$ cat config.mk
export PLATFORM = sky130hd
export DESIGN_NAME = uart_rx_fifo
export DESIGN_NICKNAME = d
export VERILOG_FILES = /design/src/rtl/uart_rx_fifo.sv
export SDC_FILE = /design/constraint.sdc
export NUM_CORES = 1
export LEC_CHECK = 0
export BUFFER_PORTS_ARGS = -buffer_cell sky130_fd_sc_hd__buf_2
export CAP_MARGIN = 30
export CORE_UTILIZATION = 40
export DETAILED_ROUTE_END_ITERATION = 12
export GPL_TIMING_DRIVEN = 0
export HOLD_SLACK_MARGIN = 0.1
export RECOVER_POWER = 100
export SETUP_SLACK_MARGIN = 0.2
export SLEW_MARGIN = 20
export SYNTH_ARGS = -nofsm -noshare
export SYNTH_HDL_FRONTEND = slang
export SYNTH_SLANG_ARGS = --single-unit
$ cat constraint.sdc
create_clock -name clk -period 2.5 [get_ports clk]
set_input_delay 0.5 -clock clk [delete_from_list [all_inputs] [get_ports clk]]
set_output_delay 0.5 -clock clk [all_outputs]
set_load 0.05 [all_outputs]
$ cat src/rtl/uart_rx_fifo.sv
// ---------------------------------------------------------------------------
// uart_rx_fifo
//
// UART receiver with 16x oversampling, a configurable frame format and a
// small receive FIFO that is drained through a REQ/ACK handshake.
//
// Parameters:
//   CLKS_PER_TICK  clk cycles per oversample tick (>= 2); bit = 16 ticks
//   DATA_BITS      data bits per frame (5..9)
//   PARITY         0 = none, 1 = odd, 2 = even
//   STOP_BITS      stop bits checked (1 or 2)
//   FIFO_DEPTH     receive FIFO entries (power of 2, >= 2)
//
// Ports:
//   clk       system clock, rising edge
//   clr       asynchronous active-low reset
//   RCV       serial line, idle high, asynchronous to clk
//   RCV_ACK   consumer accepts the head entry
//   RCV_REQ   FIFO not empty, head entry valid
//   RCV_Data  head entry data, LSB = first received bit
//   RCV_PERR  head entry parity error
//   RCV_FERR  head entry framing error
//   RCV_OVR   sticky overrun flag, cleared by the next pop
// ---------------------------------------------------------------------------
module uart_rx_fifo #(
    parameter int CLKS_PER_TICK = 27,
    parameter int DATA_BITS     = 8,
    parameter int PARITY        = 0,
    parameter int STOP_BITS     = 1,
    parameter int FIFO_DEPTH    = 4
) (
    input  logic                 clk,
    input  logic                 clr,
    input  logic                 RCV,
    input  logic                 RCV_ACK,
    output logic                 RCV_REQ,
    output logic [DATA_BITS-1:0] RCV_Data,
    output logic                 RCV_PERR,
    output logic                 RCV_FERR,
    output logic                 RCV_OVR
);

    localparam int TW = $clog2(CLKS_PER_TICK);
    localparam int PW = $clog2(FIFO_DEPTH);
    localparam int CW = PW + 1;
    localparam int EW = DATA_BITS + 2;

    localparam logic [TW-1:0] TICK_LAST = TW'(CLKS_PER_TICK - 1);
    localparam logic [CW-1:0] DEPTH_C   = CW'(FIFO_DEPTH);
    localparam logic [3:0]    DATA_LAST = 4'(DATA_BITS - 1);
    localparam logic [3:0]    STOP_LAST = 4'(STOP_BITS - 1);

    localparam logic [2:0] S_IDLE      = 3'd0;
    localparam logic [2:0] S_START     = 3'd1;
    localparam logic [2:0] S_DATA      = 3'd2;
    localparam logic [2:0] S_PARITY    = 3'd3;
    localparam logic [2:0] S_STOP      = 3'd4;
    localparam logic [2:0] S_WAIT_IDLE = 3'd5;

    logic [1:0]           sync_q, sync_d;
    logic                 rx_s;
    logic [2:0]           state_q, state_d;
    logic [TW-1:0]        tick_cnt_q, tick_cnt_d;
    logic [3:0]           os_cnt_q, os_cnt_d;
    logic [3:0]           bit_cnt_q, bit_cnt_d;
    logic [DATA_BITS-1:0] shift_q, shift_d;
    logic                 perr_q, perr_d;
    logic                 ferr_q, ferr_d;
    logic [PW-1:0]        wr_ptr_q, wr_ptr_d;
    logic [PW-1:0]        rd_ptr_q, rd_ptr_d;
    logic [CW-1:0]        count_q, count_d;
    logic                 ovr_q, ovr_d;
    logic [EW-1:0]        mem_q [FIFO_DEPTH];

    logic                 tick;
    logic                 bit_sample;
    logic                 frame_done;
    logic                 fifo_full;
    logic                 wr_en;
    logic                 pop;
    logic [EW-1:0]        wr_data;
    logic [EW-1:0]        head;

    // Synchroniser shifts toward sync_q[1]; preset to idle-high by reset.
    assign sync_d = {sync_q[0], RCV};
    assign rx_s   = sync_q[1];

    // The tick counter only runs while a frame is being sampled, so entry to
    // START always begins from zero.
    assign tick       = (tick_cnt_q == TICK_LAST);
    assign bit_sample = tick && (os_cnt_q == 4'd15);

    // NOTE: every signal written here gets a default first so no latch is inferred.
    always_comb begin
        state_d    = state_q;
        tick_cnt_d = '0;
        os_cnt_d   = os_cnt_q;
        bit_cnt_d  = bit_cnt_q;
        shift_d    = shift_q;
        perr_d     = perr_q;
        ferr_d     = ferr_q;
        frame_done = 1'b0;

        if (state_q != S_IDLE && state_q != S_WAIT_IDLE) begin
            tick_cnt_d = tick ? '0 : tick_cnt_q + TW'(1);
            if (tick) begin
                os_cnt_d = os_cnt_q + 4'd1;
            end
        end

        case (state_q)
            S_IDLE: begin
                os_cnt_d  = '0;
                bit_cnt_d = '0;
                if (!rx_s) begin
                    state_d = S_START;
                end
            end
            S_START: begin
                // Eighth tick lands in the middle of the start bit.
                if (tick && os_cnt_q == 4'd7) begin
                    os_cnt_d = '0;
                    if (rx_s) begin
                        state_d = S_IDLE;
                    end else begin
                        state_d = S_DATA;
                        perr_d  = 1'b0;
                        ferr_d  = 1'b0;
                    end
                end
            end
            S_DATA: begin
                if (bit_sample) begin
                    shift_d = {rx_s, shift_q[DATA_BITS-1:1]};
                    if (bit_cnt_q == DATA_LAST) begin
                        bit_cnt_d = '0;
                        state_d   = (PARITY != 0) ? S_PARITY : S_STOP;
                    end else begin
                        bit_cnt_d = bit_cnt_q + 4'd1;
                    end
                end
            end
            S_PARITY: begin
                if (bit_sample) begin
                    perr_d  = (PARITY == 1) ? ~(^shift_q ^ rx_s) : (^shift_q ^ rx_s);
                    state_d = S_STOP;
                end
            end
            S_STOP: begin
                if (bit_sample) begin
                    ferr_d = ferr_q | ~rx_s;
                    if (bit_cnt_q == STOP_LAST) begin
                        frame_done = 1'b1;
                        bit_cnt_d  = '0;
                        state_d    = rx_s ? S_IDLE : S_WAIT_IDLE;
                    end else begin
                        bit_cnt_d = bit_cnt_q + 4'd1;
                    end
                end
            end
            S_WAIT_IDLE: begin
                if (rx_s) begin
                    state_d = S_IDLE;
                end
            end
            default: state_d = S_IDLE;
        endcase
    end

    // The entry is written in the cycle of the last stop sample, so the
    // framing bit folds in the sample being taken right now.
    assign wr_data = {ferr_q | ~rx_s, perr_q, shift_q};

    // Fullness comes from the registered count: a same-cycle pop does not
    // make room for the incoming frame.
    assign fifo_full = (count_q == DEPTH_C);
    assign RCV_REQ   = (count_q != '0);
    assign pop       = RCV_REQ & RCV_ACK;
    assign wr_en     = frame_done & ~fifo_full;

    always_comb begin
        wr_ptr_d = wr_en ? wr_ptr_q + PW'(1) : wr_ptr_q;
        rd_ptr_d = pop   ? rd_ptr_q + PW'(1) : rd_ptr_q;
        count_d  = count_q;
        if (wr_en && !pop) begin
            count_d = count_q + CW'(1);
        end else if (!wr_en && pop) begin
            count_d = count_q - CW'(1);
        end
        // A new overrun wins over the clearing pop.
        ovr_d = ovr_q;
        if (frame_done && fifo_full) begin
            ovr_d = 1'b1;
        end else if (pop) begin
            ovr_d = 1'b0;
        end
    end

    // NOTE: state uses non-blocking assignments so every flop samples pre-edge values.
    always_ff @(posedge clk or negedge clr) begin
        if (!clr) begin
            sync_q     <= 2'b11;
            state_q    <= S_IDLE;
            tick_cnt_q <= '0;
            os_cnt_q   <= '0;
            bit_cnt_q  <= '0;
            shift_q    <= '0;
            perr_q     <= 1'b0;
            ferr_q     <= 1'b0;
            wr_ptr_q   <= '0;
            rd_ptr_q   <= '0;
            count_q    <= '0;
            ovr_q      <= 1'b0;
        end else begin
            sync_q     <= sync_d;
            state_q    <= state_d;
            tick_cnt_q <= tick_cnt_d;
            os_cnt_q   <= os_cnt_d;
            bit_cnt_q  <= bit_cnt_d;
            shift_q    <= shift_d;
            perr_q     <= perr_d;
            ferr_q     <= ferr_d;
            wr_ptr_q   <= wr_ptr_d;
            rd_ptr_q   <= rd_ptr_d;
            count_q    <= count_d;
            ovr_q      <= ovr_d;
        end
    end

    // NOTE: storage is not reset; entries are only observed while count_q says they are valid.
    always_ff @(posedge clk) begin
        if (wr_en) begin
            mem_q[wr_ptr_q] <= wr_data;
        end
    end

    assign head     = mem_q[rd_ptr_q];
    assign RCV_Data = head[DATA_BITS-1:0];
    assign RCV_PERR = head[DATA_BITS];
    assign RCV_FERR = head[DATA_BITS+1];
    assign RCV_OVR  = ovr_q;

endmodule

==> results.sh, run 1 <==
export IMPL_run_status="complete, but fails checks"
export IMPL_violated_checks="capacitance limit, slew limit"
export IMPL_share_clk_of_total_power_pct=41.3
export IMPL_path_class_of_the_lowest_slack_min_delay_path="in2reg"
export IMPL_ctsRootBufferMaster="sky130_fd_sc_hd__clkbuf_8"
export IMPL_hpwlAfterDp_mm=4.18
export IMPL_synth_edff_count=40
export IMPL_yosys_top_cells_area="sky130_fd_sc_hd__edfxtp_1, sky130_fd_sc_hd__dfrtp_1, sky130_fd_sc_hd__mux4_2"
export IMPL_finalHoldWorstSlack_ns=0.247
export IMPL_postSynthNetCount=255
export IMPL_async_reset_ff_share_pct=47.4
export IMPL_yosysUniqueCellTypes=55
export IMPL_cts_max_level=3
export IMPL_antennaDiodeCount=0
export IMPL_coreArea_um2=8340
export IMPL_final_cell_count_no_fill=392
export IMPL_initial_util_pct=42.0
export IMPL_clk_pin_slew_worst_paths_ns=0.08
export IMPL_final_min_period_over_clock_period_pct=96.1
export IMPL_fp_dieH_um=95.6
export IMPL_clockBufferDepth=2
export IMPL_power_share_sequential_pct=57.9
export IMPL_netlist_top_cell_by_area="sky130_fd_sc_hd__edfxtp_1"
export IMPL_syn_inst=240
export IMPL_grt_overflow_total=0
export IMPL_worst_ep_arrival_ns=2.67
export IMPL_final_max_slew_violation_count=37
export IMPL_placedInstanceArea_um2=3730
export IMPL_finClkSkew_ns=0.00912
export IMPL_post_synth_design_cell_area_um2=3500
export IMPL_cell_internal_pwr_mw=1.78
export IMPL_cts_tree="yes"
export IMPL_grt_use_total_pct=16.2
export IMPL_yosys_register_bits=76
export IMPL_critPathCaptureType="flop"
export IMPL_worst_ep_required_time_ns=2.77
export IMPL_via_count_of_the_first_global_routing_pass=2199
export IMPL_areaGrowthSynthToFinish_pct=17.0
export IMPL_multi_input_comb_area_um2=1380
export IMPL_global_route_wire_length_before_repair_mm=10.8
export IMPL_ys_warnings_count=0
export IMPL_power_leakage_nw=1.50
export IMPL_post_route_antenna_net_violation_count=0
export IMPL_clk_latency_ns=0.35
export IMPL_number_of_antenna_violations_at_the_first_check_in_global_routing=0
export IMPL_detailroute_via_count=2068
export IMPL_post_route_cells_drive_above_1_share_pct=32.4
export IMPL_largest_net_degree_at_the_start_of_global_routing=37
export IMPL_mostFrequentLayoutCell="sky130_fd_sc_hd__edfxtp_1"
export IMPL_most_common_layout_cells="sky130_fd_sc_hd__edfxtp_1, sky130_fd_sc_hd__dfrtp_1, sky130_fd_sc_hd__buf_2"
export IMPL_die_width_um=95.6
export IMPL_ff_latch_area_um2=2110
export IMPL_drc=0
export IMPL_fillers=754
export IMPL_ir_drop_mv=0.254
export IMPL_top_level_ports=16
export IMPL_final_period_minus_worst_setup_slack_ns=2.40
export IMPL_path_class="reg2reg"
export IMPL_final_hold_viol_count=0
export IMPL_finished_layout_cell_area_um2=4100
export IMPL_critPathMaxFanout=5
export IMPL_post_cts_hold_buffer_count=0
export IMPL_dp_cells=360
export IMPL_drt_iter0_markers=83
export IMPL_cellPowerDensity_nw_per_um2=554
export IMPL_power_share_combinational_pct=0.9
export IMPL_cts_inserted_buffers=9
export IMPL_wirelength_mm=6.48
export IMPL_length_of_the_first_detailed_routing_pass_in_iterations=4
export IMPL_swShare_pct=21.6
export IMPL_synth_top_cell_area_share_pct=34.3
export IMPL_drv_max_cap_violation_count=1
export IMPL_setup_repair_after_global_routing_missed_its_margin="true"
export IMPL_switchingPower_uw=491
export IMPL_number_of_sinks_handled_by_clock_tree_synthesis=76
export IMPL_max_slew_worst_pin_slew_ns=1.94
export IMPL_viasPerCell=5.28
export IMPL_std_cell_rows=33
export IMPL_syn_avg_cell_area_um2=14.6
export IMPL_seq_area_frac_synth_pct=60.1
export IMPL_fin_nets=297
export IMPL_timing_fmax_ghz=0.416
export IMPL_design_die_area_um2=9130
export IMPL_max_slew_margin_pct=-29.4
export IMPL_worstSetupStartpointType="flop"
export IMPL_synth_top_flop_cell="sky130_fd_sc_hd__edfxtp_1"
export IMPL_report_final_setup_viol=0
export IMPL_port_buffer_count=15
export IMPL_place_gp_congestion=0.899
export IMPL_wire_per_inst_um=16.5
[flip-flops by register name, summed over array words and instances, names as in the netlist]
| register | cells |
|---|---|
| state_q | 3 |
| wr_ptr_q | 2 |
| count_q | 3 |
| os_cnt_q | 4 |
| rd_ptr_q | 2 |
| RCV_OVR | 1 |
| shift_q | 8 |
| sync_q | 2 |
| bit_cnt_q | 4 |
| mem_q | 40 |
| ferr_q | 1 |
| perr_q | 1 |
| tick_cnt_q | 5 |
[kinds of logic (layout without fill, tap and decap cells)]
kind of cell,Yosys count,count (layout),synth area share [%]
fa+ha+maj,11,11,4.15
simple gates,57,57,9.97
buf+inv,18,65,2.14
xor+xnor,21,21,5.65
flops,76,76,60.1
compound gates,33,33,7.01
mux,24,24,11.0
[metrics by stage]
step	setup TNS [ns]	util, %	setup slack (ns)	total power, mW
2_1_floorplan	0	-	0.00436	1.34
3_3_place_gp	-0.353	44.8	-0.158	1.36
3_5_place_dp	-1.37	44.8	-0.186	1.36
4_1_cts	0	48.7	0.0898	2.30
5_1_grt	-0.0716	49.1	-0.0716	2.35
6_report	0	49.1	0.0977	2.27
[routing by layer]
layer | vias up | GRT usage, % | share of wire [%]
met5 | - | 0 | 0
met4 | 0 | 5.60 | 1.7
met3 | 10 | 5.26 | 4.1
met2 | 38 | 26.3 | 48
li1 | 993 | - | -
met1 | 1027 | 20.5 | 46
[synthesized netlist by cell type (2+ instances only)]
master / instances
sky130_fd_sc_hd__edfxtp_1: 40
sky130_fd_sc_hd__dfrtp_1: 34
sky130_fd_sc_hd__nor2_1: 16
sky130_fd_sc_hd__xnor2_1: 11
sky130_fd_sc_hd__ha_1: 10
sky130_fd_sc_hd__mux2_2: 10
sky130_fd_sc_hd__mux4_2: 10
sky130_fd_sc_hd__inv_1: 9
sky130_fd_sc_hd__xor2_1: 9
sky130_fd_sc_hd__o21ai_0: 7
sky130_fd_sc_hd__a21oi_1: 6
sky130_fd_sc_hd__nand3_1: 6
sky130_fd_sc_hd__buf_2: 5
sky130_fd_sc_hd__and2_1: 4
sky130_fd_sc_hd__nand2_1: 4
sky130_fd_sc_hd__nand2b_1: 4
sky130_fd_sc_hd__and3_1: 3
sky130_fd_sc_hd__clkbuf_1: 3
sky130_fd_sc_hd__nor3_1: 3
sky130_fd_sc_hd__or3_1: 3
sky130_fd_sc_hd__a211oi_1: 2
sky130_fd_sc_hd__dfstp_2: 2
sky130_fd_sc_hd__mux2i_1: 2
sky130_fd_sc_hd__nor3b_2: 2
sky130_fd_sc_hd__nor4_1: 2
sky130_fd_sc_hd__o211ai_1: 2
sky130_fd_sc_hd__o41ai_1: 2
sky130_fd_sc_hd__or3b_1: 2
[critical path: stages (launching register included)]
cell,delay [ns]
sky130_fd_sc_hd__dfrtp_1,0.45
sky130_fd_sc_hd__or3b_1,0.43
sky130_fd_sc_hd__nor4_4,0.25
sky130_fd_sc_hd__a21boi_4,0.25
sky130_fd_sc_hd__ha_4,0.15
sky130_fd_sc_hd__inv_2,0.03
sky130_fd_sc_hd__fa_2,0.32
sky130_fd_sc_hd__xor2_1,0.15
sky130_fd_sc_hd__nor2_1,0.12
sky130_fd_sc_hd__xor2_1,0.17
[final cells by class]
cell class	instances	share of cell area, %
Sequential cell	76	51.4
Multi-Input combinational cell	146	33.7
Timing Repair Buffer	31	4.70
Tap cell	105	3.21
Clock buffer	9	3.02
Clock inverter	7	1.83
Buffer	9	1.28
Inverter	9	0.824
[power by group through the flow]
stage / logic [mW] / clock network, mW / registers, mW
finish: 0.0193 / 0.937 / 1.31
global route: 0.0233 / 1.02 / 1.31
global placement: 0.0204 / 0 / 1.34
floorplan: 0.00521 / 0 / 1.34
detailed placement: 0.0209 / 0 / 1.34
CTS: 0.0212 / 0.964 / 1.31
[final timing paths]
check | start | endpoint | slack, ns | cells past startpoint
hold / removal | RCV | sync_q[0]$_DFF_PN1_ | 0.25 | 1
min in group asynchronous | clr | count_q[1]$_DFFE_PN0P_ | 0.69 | 1
setup reg to reg | state_q[1]$_DFFE_PN0P_ | count_q[2]$_DFFE_PN0P_ | 0.1 | 9
hold reg to reg | sync_q[0]$_DFF_PN1_ | sync_q[1]$_DFF_PN1_ | 0.37 | 0
max in group asynchronous | clr | rd_ptr_q[0]$_DFFE_PN0P_ | 0.57 | 1
setup / recovery | state_q[1]$_DFFE_PN0P_ | count_q[2]$_DFFE_PN0P_ | 0.1 | 9
[timing repair]
item,4_1_cts,5_1_grt
endpoints found under the hold margin,0,0
buffers inserted,14,2
resized for setup,11,5
setup endpoints to repair,51,46
pin swaps,3,0
No activity file was read; power rests on OpenSTA's default activity.
==> run 2, diff against run 1 <==
MAX_ROUTING_LAYER = met4   (was default)
PLACE_DENSITY = 0.56   (was default)
==> run 2 against run 1 <==
Net effect: the flow now finishes without violations; die area stayed put; clock-buffer cell count increased by 1; total power rose by 0.82%; core utilization shrank 0.22 points; clock skew is 0.0038 ns lower; hold slack about the same; sequential share of layout area rose by 0.27 points; clock power grew 2%; first-iteration DRC count shrank 16%; critical path depth stayed put; sequential cell count did not move; largest power group unchanged.
==> results.sh, run 2 (synthesis results as in run 1) <==
export IMPL_crit_top_cell="sky130_fd_sc_hd__xor2_1"
export IMPL_worst_ep_required_time_ns=2.77
export IMPL_worstSetupStartpointType="flop"
export IMPL_biggest_registers_after_layout="mem_q (40), shift_q (8), tick_cnt_q (5)"
export IMPL_number_of_antenna_violations_at_the_first_check_in_global_routing=0
export IMPL_clockBufferDepth=2
export IMPL_length_of_the_first_detailed_routing_pass_in_iterations=4
export IMPL_ctsRootBufferMaster="sky130_fd_sc_hd__clkbuf_8"
export IMPL_finalHoldWorstSlack_ns=0.247
export IMPL_number_of_flip_flops_in_the_largest_register=40
export IMPL_antennaDiodeCount=0
export IMPL_grt_overflow_total=0
export IMPL_detailroute_via_count=2046
export IMPL_timing_fmax_ghz=0.418
export IMPL_critical_path_top_delay_family="simple AND/OR/NAND/NOR gates"
export IMPL_cts_tree="yes"
export IMPL_power_leakage_nw=1.50
export IMPL_cell_internal_pwr_mw=1.81
export IMPL_path_class_of_the_lowest_slack_min_delay_path="in2reg"
export IMPL_ff_latch_area_um2=2110
export IMPL_r2r_setup_slack_ns=0.11
export IMPL_hpwlAfterDp_mm=4.02
export IMPL_top_level_ports=16
export IMPL_largest_register="mem_q"
export IMPL_max_slew_margin_pct=49.3
export IMPL_std_cell_rows=33
export IMPL_final_hold_viol_count=0
export IMPL_timing_critical_path_slowest_cell_delay_ns=0.43
export IMPL_place_gp_congestion=0.885
export IMPL_placedInstanceArea_um2=3730
export IMPL_power_share_combinational_pct=0.9
export IMPL_viasPerCell=5.27
export IMPL_wirelength_mm=6.32
export IMPL_die_width_um=95.6
export IMPL_drc=0
export IMPL_run_status="complete, no violations"
export IMPL_path_cells="or3b_4 -> nor4_4 -> a21boi_4 -> ha_4 -> inv_2 -> fa_2 -> xor2_1 -> nor2_1 -> xor2_1"
export IMPL_critical_path_slowest_cell="sky130_fd_sc_hd__dfrtp_1"
export IMPL_finClkSkew_ns=0.00536
export IMPL_multi_input_comb_area_um2=1380
export IMPL_wire_per_inst_um=16.3
export IMPL_final_min_period_over_clock_period_pct=95.7
export IMPL_cellPowerDensity_nw_per_um2=561
export IMPL_power_share_sequential_pct=57.4
export IMPL_fillers=745
export IMPL_max_slew_worst_pin_slew_ns=0.760
export IMPL_clk_latency_ns=0.35
export IMPL_clk_pin_slew_worst_paths_ns=0.08
export IMPL_areaGrowthSynthToFinish_pct=16.5
export IMPL_via_count_of_the_first_global_routing_pass=2063
export IMPL_final_period_minus_worst_setup_slack_ns=2.39
export IMPL_fin_total_pwr_mw=2.29
export IMPL_drt_iter0_markers=70
export IMPL_initial_util_pct=42.0
export IMPL_tns_ns=0
export IMPL_grt_use_total_pct=16.3
export IMPL_most_common_layout_cells="sky130_fd_sc_hd__edfxtp_1, sky130_fd_sc_hd__dfrtp_1, sky130_fd_sc_hd__buf_2"
export IMPL_ir_drop_mv=0.300
export IMPL_drv_max_cap_violation_count=0
export IMPL_largest_net_degree_at_the_start_of_global_routing=37
export IMPL_fin_nets=293
export IMPL_global_route_wire_length_before_repair_mm=10.4
export IMPL_post_route_cells_drive_above_1_share_pct=32.2
export IMPL_switchingPower_uw=477
export IMPL_cts_max_level=3
export IMPL_port_buffer_count=15
export IMPL_cts_inserted_buffers=9
export IMPL_worst_ep_arrival_ns=2.66
export IMPL_number_of_sinks_handled_by_clock_tree_synthesis=76
export IMPL_critical_path_n_buffers_inverters=1
export IMPL_final_max_slew_violation_count=0
export IMPL_critPathMaxFanout=6
export IMPL_fp_dieH_um=95.6
export IMPL_report_final_setup_viol=0
export IMPL_setup_repair_after_global_routing_missed_its_margin="true"
export IMPL_design_die_area_um2=9130
export IMPL_coreArea_um2=8340
export IMPL_path_class="reg2reg"
export IMPL_post_route_antenna_net_violation_count=0
export IMPL_finished_layout_cell_area_um2=4080
export IMPL_mostFrequentLayoutCell="sky130_fd_sc_hd__edfxtp_1"
export IMPL_swShare_pct=20.9
export IMPL_critPathCaptureType="flop"
export IMPL_share_clk_of_total_power_pct=41.7
## run 2: repair_timing
action                                 CTS  global route
hold buffers                             0             1
endpoints found under the hold margin    0            13
resized for setup                       14             7
setup endpoints to repair               51            15
pin swaps                                4             2
setup buffers                            5             5
## run 2: stage by stage
step                setup WS [ns]  cells  utilization (%)
floorplan                 0.00436    240                -
global placement           -0.141    360             44.8
detailed placement         -0.177    360             44.8
CTS                       0.00462    381             48.0
global route              -0.0191    388             48.9
finish                      0.108    388             48.9
## run 2: final timing paths
| path | startpoint | to | cells after the start |
|---|---|---|---|
| worst min register to register | sync_q[0]$_DFF_PN1_ | sync_q[1]$_DFF_PN1_ | 0 |
| max in group asynchronous | clr | shift_q[3]$_DFFE_PN0P_ | 3 |
| worst max register to register | state_q[2]$_DFFE_PN0P_ | count_q[2]$_DFFE_PN0P_ | 9 |
| min in group asynchronous | clr | bit_cnt_q[0]$_DFFE_PN0P_ | 2 |
| worst max-delay path | state_q[2]$_DFFE_PN0P_ | count_q[2]$_DFFE_PN0P_ | 9 |
| worst min-delay path | RCV | sync_q[0]$_DFF_PN1_ | 1 |
## run 2: metal layers
metal  up-vias  GRT usage (%)  part of all wire [%]
li1        980              -                     -
met1      1023           19.7                    45
met2        38           25.7                    50
met3         5           5.50                   3.2
met4         0           5.22                   1.3
met5         -              -                     0
## run 2: layout make-up
class | instances | share of cell area [%]
flip-flops and latches | 76 | 51.7
well taps | 105 | 3.22
clock buffers | 10 | 3.37
multi-input cells | 146 | 33.7
inverters | 9 | 0.828
plain buffers | 9 | 1.41
repair buffers | 27 | 4.08
clock inverters | 6 | 1.69
## run 2: power by group through the flow
| stage | combinational, mW | sequential [mW] | clock, mW |
|---|---|---|---|
| after detailed placement | 0.0216 | 1.34 | 0 |
| after global routing | 0.0255 | 1.31 | 1.04 |
| after floorplan | 0.00521 | 1.34 | 0 |
| after global placement | 0.0213 | 1.34 | 0 |
| final | 0.0216 | 1.31 | 0.954 |
| after CTS | 0.0217 | 1.31 | 0.995 |
